--- src/rtl/mem_tile_arbiter.sv ---
// mem_tile_arbiter: shares one memory port between the I-cache tile and the
// D-cache tile. A grant covers the owner's whole multi-beat tile transfer and
// is released only once the owner drops both strobes; the port then drains
// any outstanding memory activity and idles for IDLE_GAP cycles before the
// next arbitration.
//
// Configuration macro: MEMARB_ROUNDROBIN_EN
//   defined   - simultaneous requests go to the tile that was not granted last
//   undefined - fixed priority, the D-tile wins every tie
//
// Ports:
//   clock, reset                 clock, synchronous active-high reset
//   icAddr/icOE/icWR/icOp/icOutData  I-tile request;  icData/icOK  I-tile response
//   dcAddr/dcOE/dcWR/dcOp/dcOutData  D-tile request;  dcData/dcOK  D-tile response
//   memAddr/memOE/memWR/memOp/memOutData  shared memory request
//   memData/memOK                memory response
module mem_tile_arbiter #(
  parameter int unsigned IDLE_GAP = 1,
  parameter logic [1:0]  OK_READY = 2'b00,
  parameter logic [1:0]  OK_OK    = 2'b01,
  parameter logic [1:0]  OK_HOLD  = 2'b10,
  parameter logic [1:0]  OK_FAULT = 2'b11
) (
  input  logic         clock,
  input  logic         reset,
  input  logic [31:0]  icAddr,
  input  logic         icOE,
  input  logic         icWR,
  input  logic [4:0]   icOp,
  input  logic [127:0] icOutData,
  output logic [127:0] icData,
  output logic [1:0]   icOK,
  input  logic [31:0]  dcAddr,
  input  logic         dcOE,
  input  logic         dcWR,
  input  logic [4:0]   dcOp,
  input  logic [127:0] dcOutData,
  output logic [127:0] dcData,
  output logic [1:0]   dcOK,
  output logic [31:0]  memAddr,
  output logic         memOE,
  output logic         memWR,
  output logic [4:0]   memOp,
  output logic [127:0] memOutData,
  input  logic [127:0] memData,
  input  logic [1:0]   memOK
);

  localparam int unsigned GapW = 2;

  typedef enum logic [2:0] {
    IDLE  = 3'd0,
    GNT_I = 3'd1,
    GNT_D = 3'd2,
    DRAIN = 3'd3,
    GAP   = 3'd4
  } arbStateT;

  arbStateT        state, stateNext;
  logic [GapW-1:0] gapCnt, gapCntNext;
  logic            lastGntD, lastGntDNext;
  logic            reqI, reqD;
  logic            tieToD;
  logic            pickD;
  logic            memPending;

  assign reqI = icOE | icWR;
  assign reqD = dcOE | dcWR;

  // Any status other than ready means memory is still finishing a beat.
  assign memPending = memOK inside {OK_OK, OK_HOLD, OK_FAULT};

  // Tie-break rule for simultaneous requests in IDLE.
`ifdef MEMARB_ROUNDROBIN_EN
  assign tieToD = ~lastGntD;
`else
  assign tieToD = 1'b1;
`endif

  assign pickD = reqD & (~reqI | tieToD);

  // State register, gap counter and last-grant history.
  always_ff @(posedge clock) begin
    if (reset) begin
      state    <= IDLE;
      gapCnt   <= '0;
      lastGntD <= 1'b1;
    end else begin
      state    <= stateNext;
      gapCnt   <= gapCntNext;
      lastGntD <= lastGntDNext;
    end
  end

  // Next-state logic.
  always_comb begin
    stateNext    = state;
    gapCntNext   = gapCnt;
    lastGntDNext = lastGntD;
    case (state)
      IDLE: begin
        if (reqI | reqD) begin
          stateNext    = pickD ? GNT_D : GNT_I;
          lastGntDNext = pickD;
        end
      end
      GNT_I: begin
        if (!reqI) begin
          stateNext  = memPending ? DRAIN : GAP;
          gapCntNext = '0;
        end
      end
      GNT_D: begin
        if (!reqD) begin
          stateNext  = memPending ? DRAIN : GAP;
          gapCntNext = '0;
        end
      end
      DRAIN: begin
        if (!memPending) begin
          stateNext  = GAP;
          gapCntNext = '0;
        end
      end
      GAP: begin
        if (gapCnt == GapW'(IDLE_GAP - 1)) begin
          stateNext  = IDLE;
          gapCntNext = '0;
        end else begin
          gapCntNext = gapCnt + GapW'(1);
        end
      end
      default: begin
        stateNext  = IDLE;
        gapCntNext = '0;
      end
    endcase
  end

  // Output steering: the owner is wired straight through to memory; waiting
  // tiles see HOLD, idle tiles see READY. Reset forces the quiet values.
  always_comb begin
    memAddr    = '0;
    memOE      = 1'b0;
    memWR      = 1'b0;
    memOp      = '0;
    memOutData = '0;
    icData     = '0;
    dcData     = '0;
    icOK       = reqI ? OK_HOLD : OK_READY;
    dcOK       = reqD ? OK_HOLD : OK_READY;
    if (reset) begin
      icOK = OK_READY;
      dcOK = OK_READY;
    end else begin
      case (state)
        GNT_I: begin
          memAddr    = icAddr;
          memOE      = icOE;
          memWR      = icWR;
          memOp      = icOp;
          memOutData = icOutData;
          icData     = memData;
          icOK       = memOK;
        end
        GNT_D: begin
          memAddr    = dcAddr;
          memOE      = dcOE;
          memWR      = dcWR;
          memOp      = dcOp;
          memOutData = dcOutData;
          dcData     = memData;
          dcOK       = memOK;
        end
        default: begin
        end
      endcase
    end
  end

endmodule

--- config.mk ---
export PLATFORM = sky130hd
export DESIGN_NAME = mem_tile_arbiter
export DESIGN_NICKNAME = d
export VERILOG_FILES = /design/src/rtl/mem_tile_arbiter.sv
export SDC_FILE = /design/constraint.sdc
export NUM_CORES = 1
export LEC_CHECK = 0
export CORE_AREA = 5 5 346 348
export DETAILED_ROUTE_END_ITERATION = 8
export DIE_AREA = 0 0 351 353
export HOLD_SLACK_MARGIN = 0.02
export PLACE_DENSITY = 0.36
export SLEW_MARGIN = 20
export SYNTH_ARGS = -nofsm -noshare
export SYNTH_HDL_FRONTEND = slang
export SYNTH_SLANG_ARGS = --single-unit
--- constraint.sdc ---
create_clock -name clock -period 3.7 [get_ports clock]
set_clock_uncertainty 0.2 [all_clocks]
set_input_delay 0.74 -clock clock [delete_from_list [all_inputs] [get_ports clock]]
set_output_delay 0.74 -clock clock [all_outputs]
set_load 0.02 [all_outputs]
==> results.toml, run 1 <==
[outcome]
outcome = "complete, no violations"

[synth]
yosys-top-cells-area = "nor2_1, a22oi_1, nand2b_1"
yosys.area.top_type = "nor2_1"
synth_xor_area_share_pct = 0
muxShareOfSynthArea_pct = 0
synth-compound-area-share_pct = 29.77
synthAdderAreaFrac_pct = 0.5493
synth_fp_nets = 1334
synth_ff_type = "dfxtp_1"
yosys_warnings = 0
synth_seq_cells = 5
synth_edf_count = 0
yosysMostFrequentCell = "nor2_1"
synth_common_cells = "nor2_1, a22oi_1, nand2b_1"
synthCells = 866
seq_area_frac_synth_pct = 2.197
synth_top_family_by_area = "simple AND/OR/NAND/NOR gates"
ys_types = 28
synthesis.area_mm2 = 0.004556
syn_area_per_cell_um2 = 5.261
synth_top_area_share_pct = 35.35
synthSimpleGateAreaFrac_pct = 55.81
async_reset_ff_share_pct = 0

[cts]
clk_latency_ns = 0.23
cts-root-buf = "clkbuf_16"
cts-buffers-inserted = 3
cts_tree = "done"
clk_pin_slew_ns = 0.03
cts_htree_levels = 1
cts_hold_buf = 0
cts_buffer_depth = 2
clock-sinks = 5

[finish]
area.growth.synth_to_final_pct = 235.2
drive_gt1_share_pct = 6.773
utilization_pct = 13.18
nNetsFinal = 2167
nFillCells = 13460
final_cells = 3237
multi_input_area_mm2 = 0.003941
ff_latch_area_um2 = 101.3

[die]
die_w_um = 351
core-area_mm2 = 0.1159
rows = 125
die_h_um = 353
io_pins = 893
initial_core_util_pct = 3.931
die-area_mm2 = 0.1239

[setup_path]
critPathKind = "in2out"
r2r_start = "state[1]"
path_cells = "clkdlybuf4s50_1, nand2b_1, nor2_1, clkdlybuf4s50_1"
startpoint_type = "input pin"
crit_path_end_kind = "output pin"
worstPathMaxFanout = 6
cp_data_arrival_time_ns = 2.64
crit_required_ns = 2.76
path_common_cell = "clkdlybuf4s50_1"
critPathMaxStageDelay_ns = 0.73
crit_path_top_delay_cell = "clkdlybuf4s50_1"
timing.rr.end = "gapCnt[1]"
r2r_cells = 3
regToRegSetupSlack_ns = 2.17

[routing]
met2WireLength_um = 42130
highest_layer = "met5"
wl_met1_um = 35900
drt_wl_total_um = 87320
drcViolationCount = 0
met3_length_um = 8319
postRouteAntennaNets = 0
dr.pass1.iters = 5
vias = 9888
viasPerCell = 3.055
drtIter0Drc = 637
detail_route.wl_per_cell_um = 26.98

[min_path]
hold_end = "gapCnt[0]"
hold_depth = 1
worstHoldStart = "gapCnt[0]"
hp-class = "reg2reg"

[grt]
antenna_found_initial = 74
grtUsageTotal_pct = 13.29
overflow = 0
grt_pass1_vias = 9997
grt_pass1_wl_um = 109200
grt_max_degree = 82

[timing]
hold_viol = 0
finalSetupTns_ns = 0
setup_violations = 0
final_max_slew_viol_count = 0
max_freq_mhz = 279.2
rsz0062_at_grt = "no"
period_share_pct = 96.81
holdWs_ns = 0.2934
max-slew-margin-rel_pct = 55.35
tightest_slew_ns = 0.6697
fin_crit_ns = 3.582

[placed_design]
numPlacedInstances = 3218
io_buffers = 892
dp_hpwl_um = 80610
routabilityCongestion = 0.8754

[power_and_ir_drop]
p_per_area_mw_per_mm2 = 184.3
vdd_drop_max_mv = 0.1443
p_leak_nw = 5.082

[run]
cap_violations = 0
power breakdown:
| group | internal (mW) | switching [mW] |
|---|---|---|
| registers | 0.0580 | 0.00852 |
| clock network | 0.143 | 0.0364 |
| logic | 1.18 | 1.39 |
| total | 1.38 | 1.43 |
cells in the final DEF, fill, tap and decap left out, types with 2 or more instances in the layout:
cell type / Yosys / routed
a21oi_1: 2 / 2
a22oi_1: 167 / 167
a32o_1: 2 / 2
buf_12: 0 / 12
buf_4: 3 / 94
clkbuf_16: 0 / 3
clkdlybuf4s50_1: 0 / 823
dfxtp_1: 5 / 4
diode_2: 0 / 15
ha_1: 2 / 2
inv_1: 2 / 2
nand2b_1: 129 / 129
nor2_1: 429 / 429
nor3_1: 5 / 5
nor3b_4: 0 / 2
nor4b_1: 4 / 4
o21ai_0: 2 / 2
or3b_4: 0 / 2
layout make-up:
cell class | instances | area share, %
antenna | 15 | 0.2458
clock buffer | 4 | 0.5161
inverter | 2 | 0.04916
multi-input combinational | 757 | 25.81
sequential | 5 | 0.6636
tap | 1524 | 12.49
timing repair buffer | 930 | 60.23
stage by stage:
| step | setup WS, ns | total power [mW] | cell area (µm²) |
|---|---|---|---|
| detailed placement | 0.1372 | 2.690 | 15150 |
| floorplan | 0.9525 | 1.116 | 4556 |
| finish | 0.1180 | 2.814 | 15270 |
| global route | 0.07446 | 2.991 | 15230 |
| global placement | 0.1516 | 2.695 | 15150 |
| CTS | 0.07123 | 2.877 | 15230 |
registers in the layout, indices dropped and copies added (netlist names):
name and flops:
gapCnt 2, state 3
worst max-delay path by stage:
stage | from | slack [ns] | endpoint
after floorplan | reset | 0.95 | icOK[1]
after global placement | memOK[0] | 0.15 | icOK[0]
after detailed placement | memOK[0] | 0.14 | icOK[0]
after CTS | state[1] | 0.07 | memAddr[26]
after global routing | memOK[0] | 0.07 | icOK[0]
final | memOK[0] | 0.12 | icOK[0]
logic make-up (layout without fill, tap and decap cells):
family	after synthesis	in the layout
and+or+nand+nor	574	574
AOI/OAI and AO/OA	181	181
buffers and inverters	104	936
DFF	5	5
adders and majority gates	2	2
other	0	15
layer usage:
| layer | up-vias | track usage [%] |
|---|---|---|
| li1 | 4571 | - |
| met1 | 4563 | 16.37 |
| met2 | 582 | 23.27 |
| met3 | 116 | 4.940 |
| met4 | 56 | 0.4303 |
| met5 | - | 0 |
critical path, delay by kind of cell:
kind	cells	cell delay [ns]
buffers and inverters	2	1.31
AND/OR/NAND/NOR	2	0.58
repair_timing:
item                                    CTS  global route
setup buffers                             0             0
endpoints found under the setup margin    0            26
gates resized for setup                   0             1
Power figures use the tool's default switching activity.
==> inputs of run 2 (changes only) <==
CORE_AREA = 2 2 343 345   (was 5 5 346 348)
DIE_AREA = 0 0 345 347   (was 0 0 351 353)
==> results.toml, run 2 (synthesis gave the netlist of run 1 again) <==
[timing]
max-slew-margin-rel_pct = 53.08
fin_crit_ns = 3.458
tightest_slew_ns = 0.7038
period_share_pct = 93.47
max_freq_mhz = 289.2
rsz0062_at_grt = "no"
setup_violations = 0
final_max_slew_viol_count = 0
hold_viol = 0
finalSetupTns_ns = 0

[cts]
cts_buffer_depth = 2
cts-buffers-inserted = 3
cts_tree = "done"
clk_latency_ns = 0.23
clk_pin_slew_ns = 0.04
cts_htree_levels = 1
cts-root-buf = "clkbuf_16"
cts_hold_buf = 0
clock-sinks = 5

[placed_design]
routabilityCongestion = 0.9207
dp_hpwl_um = 80730
io_buffers = 892
numPlacedInstances = 3212

[routing]
drcViolationCount = 0
wl_met1_um = 34710
met3_length_um = 8079
met2WireLength_um = 43690
viasPerCell = 3.097
drtIter0Drc = 698
dr.pass1.iters = 5
detail_route.wl_per_cell_um = 27.22
drt_wl_total_um = 87700
postRouteAntennaNets = 0
vias = 9978
highest_layer = "met5"

[grt]
grt_pass1_wl_um = 108700
overflow = 0
antenna_found_initial = 69
grtUsageTotal_pct = 13.80
grt_pass1_vias = 9770
grt_max_degree = 95

[setup_path]
crit_path_end_kind = "output pin"
critPathKind = "reg2out"
crit_required_ns = 2.76
cp_data_arrival_time_ns = 2.52
worstPathMaxFanout = 63
startpoint_type = "flip-flop"

[power_and_ir_drop]
vdd_drop_max_mv = 0.09811
total_power_mw = 2.929
p_leak_nw = 5.236
p_per_area_mw_per_mm2 = 187.0

[die]
die-area_mm2 = 0.1197
io_pins = 893
die_h_um = 347
core-area_mm2 = 0.1157
die_w_um = 345
rows = 125
initial_core_util_pct = 3.936

[finish]
nNetsFinal = 2161
largest_register_ffs = 3
final_cells = 3222
final_cell_mix = "clkdlybuf4s50_1, nor2_1, a22oi_1"
mostFrequentLayoutCell = "clkdlybuf4s50_1"
reg_top3 = "state (3), gapCnt (2)"
top_register = "state"
drive_gt1_share_pct = 8.097
area.growth.synth_to_final_pct = 243.8
nFillCells = 13430
multi_input_area_mm2 = 0.003941
ff_latch_area_um2 = 102.6

[run]
cap_violations = 0

[outcome]
outcome = "complete, no violations"

[min_path]
hp-class = "reg2reg"
-- run 2: cell count changes in the layout (fill, tap and decap cells not counted) --
cell             delta
buf_12             +42
buf_4              -21
clkdlybuf4s50_1    -27
dfxtp_1             -1
dfxtp_2             +1
diode_2             -9
-- run 2: final cells by class --
class | instances | area share (%)
repair buffers | 924 | 61.36
flip-flops and latches | 5 | 0.6550
inverters | 2 | 0.04793
multi-input cells | 757 | 25.16
well taps | 1524 | 12.17
diodes | 6 | 0.09585
clock buffers | 4 | 0.5032
-- run 2: critical path: stages, from the launching register on --
cell and delay, ns:
dfxtp_2 0.48, or3b_4 0.64, buf_12 0.28, nor2_1 0.14
clkdlybuf4s50_1 0.67
-- run 2: what timing repair did --
item | in CTS | in global routing
gates resized for setup | 0 | 2
endpoints found under the setup margin | 0 | 5
buffers inserted | 0 | 0
-- run 2: routing by layer --
layer	vias up	track usage [%]
li1	4549	-
met1	4634	15.82
met2	587	25.00
met3	140	5.464
met4	68	0.8235
met5	-	0
-- run 2: final timing paths --
| kind | depth (start not counted) | slack (ns) | start | endpoint |
|---|---|---|---|---|
| setup / recovery | 4 | 0.24 | state[1] | dcData[68] |
| hold / removal | 1 | 0.30 | gapCnt[0] | gapCnt[0] |
| setup reg to reg | 3 | 2.17 | state[1] | gapCnt[0] |
| hold reg to reg | 1 | 0.30 | gapCnt[0] | gapCnt[0] |
-- run 2: power by group --
part / switching (mW) / leakage (nW) / internal [mW]
Combinational: 1.42 / 5.16 / 1.25
Sequential: 0.0128 / 0.0413 / 0.0584
Clock: 0.0376 / 0.0382 / 0.143
-- run 2: per-stage QoR --
stage               hold slack, ns  area, µm²  utilization (%)  setup WS (ns)
floorplan                   0.2689       4556                -         0.9525
detailed placement          0.2937      15570            13.45         0.2962
global route                0.3351      15650            13.52         0.1587
finish                      0.2999      15660            13.53         0.2417
global placement            0.2890      15570            13.45         0.2807
CTS                         0.3013      15650            13.52        0.05675
